### src/rtl/switch_request_unit.sv
// Switch-allocator front end: builds credit-gated request rows, resolves the
// same-cycle grant matrix into pops, credit debits and a registered crossbar setup.
module switch_request_unit_col #(
    parameter int AGENTS_NUM  = 4,
    parameter int BUFFER_SIZE = 8,
    parameter int AW          = 2,
    parameter int CW          = 4
) (
    input  logic                  clk,
    input  logic                  rst,
    input  logic [AGENTS_NUM-1:0] i_legal,
    input  logic                  i_credit,
    output logic [AGENTS_NUM-1:0] o_acc,
    output logic                  o_multi,
    output logic                  o_ovf,
    output logic [CW-1:0]         o_credits,
    output logic [AW-1:0]         o_sel,
    output logic                  o_valid
);
    logic [CW-1:0] r_cred;
    logic [AW-1:0] r_sel;
    logic          r_valid;
    logic [AW-1:0] w_sel;
    logic          w_take;

    // Two or more legal grants on one output are discarded as a whole.
    assign o_multi = (i_legal & (i_legal - AGENTS_NUM'(1))) != '0;
    assign o_acc   = o_multi ? '0 : i_legal;
    assign w_take  = |o_acc;
    assign o_ovf   = i_credit && !w_take && (r_cred == CW'(BUFFER_SIZE));

    always_comb begin
        w_sel = '0;
        for (int a = 0; a < AGENTS_NUM; a++)
            if (o_acc[a]) w_sel = AW'(a);
    end

    always_ff @(posedge clk) begin
        if (rst) begin
            r_cred  <= CW'(BUFFER_SIZE);
            r_sel   <= '0;
            r_valid <= 1'b0;
        end else begin
            r_valid <= w_take;
            if (w_take) r_sel <= w_sel;
            if (!o_ovf) r_cred <= r_cred - CW'(w_take) + CW'(i_credit);
        end
    end

    assign o_credits = r_cred;
    assign o_sel     = r_sel;
    assign o_valid   = r_valid;
endmodule

module switch_request_unit #(
    parameter int AGENTS_NUM    = 4,
    parameter int RESOURCES_NUM = 6,
    parameter int BUFFER_SIZE   = 8
) (
    input  logic                                                       clk,
    input  logic                                                       rst,
    input  logic [AGENTS_NUM-1:0]                                      valid_i,
    input  logic [AGENTS_NUM-1:0][$clog2(RESOURCES_NUM)-1:0]           out_port_i,
    input  logic [AGENTS_NUM-1:0][RESOURCES_NUM-1:0]                   grants_i,
    input  logic [RESOURCES_NUM-1:0]                                   credit_i,
    output logic [AGENTS_NUM-1:0][RESOURCES_NUM-1:0]                   requests_o,
    output logic [AGENTS_NUM-1:0]                                      read_o,
    output logic [RESOURCES_NUM-1:0][$clog2(AGENTS_NUM)-1:0]           xbar_sel_o,
    output logic [RESOURCES_NUM-1:0]                                   xbar_valid_o,
    output logic [RESOURCES_NUM-1:0][$clog2(BUFFER_SIZE+1)-1:0]        credits_o,
    output logic                                                       error_o
);
    localparam int RW = $clog2(RESOURCES_NUM);
    localparam int AW = $clog2(AGENTS_NUM);
    localparam int CW = $clog2(BUFFER_SIZE + 1);

    logic [AGENTS_NUM-1:0][RESOURCES_NUM-1:0] w_req;
    logic [AGENTS_NUM-1:0][RESOURCES_NUM-1:0] w_acc;
    logic [RESOURCES_NUM-1:0][AGENTS_NUM-1:0] w_legal_t;
    logic [RESOURCES_NUM-1:0][AGENTS_NUM-1:0] w_acc_t;
    logic [RESOURCES_NUM-1:0]                 w_multi;
    logic [RESOURCES_NUM-1:0]                 w_ovf;
    logic                                     w_stray;
    logic                                     r_error;

    generate
        for (genvar a = 0; a < AGENTS_NUM; a++) begin : g_agent
            for (genvar r = 0; r < RESOURCES_NUM; r++) begin : g_res
                // Out-of-range routes simply never match a column.
                assign w_req[a][r] = valid_i[a] && (out_port_i[a] == RW'(r)) &&
                                     (credits_o[r] != '0);
                assign w_legal_t[r][a] = grants_i[a][r] & w_req[a][r];
                assign w_acc[a][r]     = w_acc_t[r][a];
            end
            assign read_o[a] = |w_acc[a];
        end

        for (genvar r = 0; r < RESOURCES_NUM; r++) begin : g_col
            switch_request_unit_col #(
                .AGENTS_NUM (AGENTS_NUM),
                .BUFFER_SIZE(BUFFER_SIZE),
                .AW         (AW),
                .CW         (CW)
            ) u_col (
                .clk      (clk),
                .rst      (rst),
                .i_legal  (w_legal_t[r]),
                .i_credit (credit_i[r]),
                .o_acc    (w_acc_t[r]),
                .o_multi  (w_multi[r]),
                .o_ovf    (w_ovf[r]),
                .o_credits(credits_o[r]),
                .o_sel    (xbar_sel_o[r]),
                .o_valid  (xbar_valid_o[r])
            );
        end
    endgenerate

    assign requests_o = w_req;
    assign w_stray    = |(grants_i & ~w_req);

    always_ff @(posedge clk) begin
        if (rst) r_error <= 1'b0;
        else     r_error <= r_error | w_stray | (|w_multi) | (|w_ovf);
    end

    assign error_o = r_error;
endmodule

### config.mk
export PLATFORM = sky130hd
export DESIGN_NAME = switch_request_unit
export DESIGN_NICKNAME = d
export VERILOG_FILES = /design/src/rtl/switch_request_unit.sv
export SDC_FILE = /design/constraint.sdc
export NUM_CORES = 1
export LEC_CHECK = 0
export ABC_AREA = 1
export CAP_MARGIN = 20
export CORE_MARGIN = 5
export CORE_UTILIZATION = 40
export CTS_CLUSTER_DIAMETER = 200
export CTS_CLUSTER_SIZE = 14
export DETAILED_ROUTE_END_ITERATION = 7
export MAX_ROUTING_LAYER = met4
export PLACE_DENSITY = 0.71
export RECOVER_POWER = 100
export SLEW_MARGIN = 20
export SYNTH_ARGS = -nofsm -noshare
export SYNTH_HDL_FRONTEND = slang
export SYNTH_HIERARCHICAL = 1
export SYNTH_SLANG_ARGS = --single-unit
### constraint.sdc
create_clock -name clk -period 7.3 [get_ports clk]
set_clock_uncertainty 0.15 [all_clocks]
set_input_delay 1.46 -clock clk [delete_from_list [all_inputs] [get_ports clk]]
set_output_delay 1.46 -clock clk [all_outputs]
set_load 0.05 [all_outputs]
==> impl.org <==
** Placement
- Total placed instance area :: 5410 µm²
- Detailed placement finished with a half-perimeter wire length of 10,600 µm.
- The count of buffers added on input and output ports is 118.
- At the end of routability-driven placement, the weighted congestion stood at 0.915.
- Once placement completed, the tool counted placed cells totaling 966.

** Critical path
- Data on the critical path is required at its endpoint by 5.69 ns.
- In this design, the stage delay of the slowest critical-path cell is 0.78 ns.
- Crit-path cells :: dlygate4sd3_1, clkinv_1, nand2_1, nor2_1, nand2_1, nor2_1, nor2_1, nand2_1, nand2_2, nand2_1, inv_1, nor4_1, nand2_1, dlygate4sd3_1
- Cell count of the worst reg-to-reg path :: 16
- Critical path class :: in -> out
- STA classifies the critical path startpoint as an input port.
- Number of stages on the worst setup path :: 14
- The critical path contains buffers and inverters numbering 4 combined.
- The worst setup path is captured at an output pin.
- Counting stages on the worst path, the most repeated cell is sky130_fd_sc_hd__nand2_1.
- The cell family contributing the most delay on the critical path is buffers and inverters.
- At the worst endpoint, the arrival time is 4.36 ns.
- Crit-path max FO :: 6
- The slowest stage of the critical path is the sky130_fd_sc_hd__dlygate4sd3_1 cell.

** Cells and area
- Area grow syn2layout :: 35.1%
- Finished Core Util :: 0.557
- Area of all sequential standard cells :: 861 µm²
- Total non-filler cell area in the finished layout :: 5470 µm²
- Fillcell total :: 1,024
- Ratio of cells with drive above 1 in the final layout :: 0.0476
- The number of antenna diodes in the final layout is 0.
- Total number of nets in the final design :: 924
- Number of standard cells in the final layout excluding fillers :: 974
- In the final layout, the multi-input gates occupy 2400 µm².

** STA
- For the final routed database, the setup TNS stands at 0 ns.
- Final period utilization :: 0.818
- Worst slew pin tran :: 0.547 ns
- RSZ-0062 raised after global routing :: false
- Static timing analysis puts the maximum clock frequency at 0.167 GHz.
- Final critical-path required period :: 5.97 ns
- Number of setup violations in the final report :: 0
- Headroom to the max-slew limit came out at 0.634.
- The final hold violation count was 0.
- Final Max Tran Viols :: 0

** Floorplanning
- The total area inside the core boundary comes to 9820 µm².
- The floorplan step defined a die boundary enclosing 12,200 µm².
- 119 I/O pins were placed.
- Chip Height :: 111 µm
- Horizontal die dimension :: 111 µm
- Starting density of the core :: 0.413
- Floorplan row count :: 36

** Synthesis
- The synthesized design contains 43 register bits.
- For this run, the number of Yosys warnings is 6.
- Of the post-synthesis cell area, the dominant cell type holds 0.212.
- A synthesized cell averages 5.67 µm².
- Post-synthesis cell type with the largest combined area :: sky130_fd_sc_hd__dfxtp_1
- Sorting the synthesized cells by area gives the leading types as sky130_fd_sc_hd__dfxtp_1 (21%), sky130_fd_sc_hd__nand2_1 (20%), sky130_fd_sc_hd__inv_1 (17%), sky130_fd_sc_hd__nor2_1 (9.7%), sky130_fd_sc_hd__ha_1 (9.3%).
- Commonest register cell after synthesis :: sky130_fd_sc_hd__dfxtp_1
- In the synthesized netlist the async set-or-reset flop fraction comes to 0.
- After technology mapping, the gate count stands at 714.
- Yosys mapped a number of flops with a built-in enable equal to 0.
- Most frequent cell after synthesis :: sky130_fd_sc_hd__nand2_1
- In this run the cell area of the synthesized design comes to 4050 µm².
- Net Count, Synth :: 798
- Of the synthesized area, sequential elements account for 0.212.
- Cell types with the highest counts after synthesis :: sky130_fd_sc_hd__nand2_1 (217), sky130_fd_sc_hd__inv_1 (187), sky130_fd_sc_hd__nor2_1 (105)
- Number of distinct library cell variants in the gate-level netlist after synthesis :: 19

** Pwr
- P_sw :: 0.725 mW
- Share of total power in sequential cells :: 0.235
- In this run the power density over the cells is 262 nW/µm².
- Design Power :: 1.44 mW
- Of the total power, the share spent switching nets is 0.505.
- Static power due to leakage :: 3.41 nW
- Internal Dissipation :: 0.710 mW
- VDD sags by at most 0.000126 V.
- Clock network power share :: 0.139
- The share of total power dissipated in combinational logic is 0.626.

** Clock tree
- Clock transition time at the flip-flop clock pins of the worst setup and hold paths :: 0.09 ns
- Maximum level of the CTS H-tree :: 2
- Clock latency on the worst-skew pair, taken at its later pin, is 0.30 ns.
- Post-cts repair resize count :: 0
- The clock passes through at most 2 buffers.
- TritonCTS built the clock tree.
- The number of hold buffers added after CTS was 0.
- Number of setup buffers added after CTS :: 0
- TritonCTS Buffers :: 5
- CTS sink cnt :: 43
- In this run the clock root is driven by a sky130_fd_sc_hd__clkbuf_8.

** Global route
- Total grt overflow :: 0
- Antenna violations before repair :: 0
- Global-route wire length before repair :: 21,000 µm
- Entering global routing, the biggest net connects 32 pins.
- Global-route total usage across every layer :: 0.211
- The number of global-route vias before repair was 4,517.

** Routing
- Total wire length :: 12,400 µm
- The detailed router finished its first iteration with 153 violations.
- The pre-antenna-repair detailed-routing pass consisted of 4 iterations.
- Count of antenna-violating nets left after detailed routing :: 0
- Number of vias in the routed layout :: 4,511
- DRC violations left :: 0
- In the final routed layout, each cell accounts on average for 12.8 µm.
- Ratio of routed vias to standard cells :: 4.63

** Run status
- Run status :: complete, no violations

** Job
- Maxcap violations :: 0

** Min path
- The worst hold path was traced through 2 stages.
- Hold/Removal Path Class :: reg -> reg
==> power by group through the flow <==
stage          Combinational, mW  Clock [mW]  Sequential [mW]
2_1_floorplan              0.483           0            0.510
3_3_place_gp               0.905           0            0.343
3_5_place_dp               0.925           0            0.344
4_1_cts                    0.931       0.206            0.339
5_1_grt                     1.01       0.215            0.346
6_report                   0.899       0.199            0.337
==> worst register-to-register path, delay by kind of cell, from the launching register on <==
kind          cells  cell delay (ns)
buf+inv           3             0.15
simple gates      9             1.46
fa+ha+maj         3             0.83
flops             1             0.44
xor+xnor          1             0.15
==> sequential cells by signal (all words and copies together) (netlist names) <==
| signal | cells |
|---|---|
| g_col.u_col/o_credits | 24 |
| error_o | 1 |
| g_col.u_col/o_sel | 12 |
| g_col.u_col/o_valid | 6 |
==> stage by stage <==
stage	hold slack (ns)	setup slack, ns
after floorplan	0.524	2.81
after global placement	0.301	1.56
after detailed placement	0.303	1.48
after CTS	0.317	1.47
after global routing	0.336	1.07
final	0.312	1.33
==> metal layers <==
layer | up-vias | wire length, µm | GRT usage
met5 | - | 0 | -
met3 | 37 | 509 | 0.0323
li1 | 2345 | - | -
met1 | 2006 | 5550 | 0.249
met4 | 0 | 414 | 0.0780
met2 | 123 | 5980 | 0.364
==> placed cells by master, fill, tap and decap left out, drive strengths merged, types with 2 or more instances in the layout <==
cell	synthesis	final
nand3	44	44
o21ai	6	6
clkdlybuf4s50	0	45
fa	6	6
nor2	112	112
nand4	13	13
nor4	4	4
clkinv	0	2
a21oi	19	19
clkbuf	0	6
nand2	232	232
ha	30	30
dfxtp	43	43
inv	196	195
xor2	6	6
dlygate4sd3	0	73
==> final timing paths <==
check | from | to | slack, ns
min reg2reg | g_col[1].u_col/o_sel[1]$_SDFFE_PP0P_ | g_col[1].u_col/o_sel[1]$_SDFFE_PP0P_ | 0.31
max | out_port_i[3] | read_o[1] | 1.33
max reg2reg | g_col[0].u_col/o_credits[1]$_SDFFE_PP0N_ | g_col[0].u_col/o_credits[2]$_SDFFE_PP0N_ | 4.07
min | g_col[1].u_col/o_sel[1]$_SDFFE_PP0P_ | g_col[1].u_col/o_sel[1]$_SDFFE_PP0P_ | 0.31
==> layout make-up <==
class                      count  share of cell area
clock buffer                   6              0.0151
clock inverter                 2             0.00640
inverter                     196               0.134
multi-input combinational    475               0.439
sequential                    43               0.157
tap                          133              0.0304
timing repair buffer         119               0.217
==> cell families after synthesis <==
kind of cell,Yosys count,synth area share
buffers and inverters,196,0.182
AO/OA/AOI/OAI,25,0.0309
XOR/XNOR,6,0.0130
AND/OR/NAND/NOR,408,0.440
flip-flops,43,0.212
adder cells (fa/ha/maj),36,0.122
No activity file was read; power rests on OpenSTA's default activity.
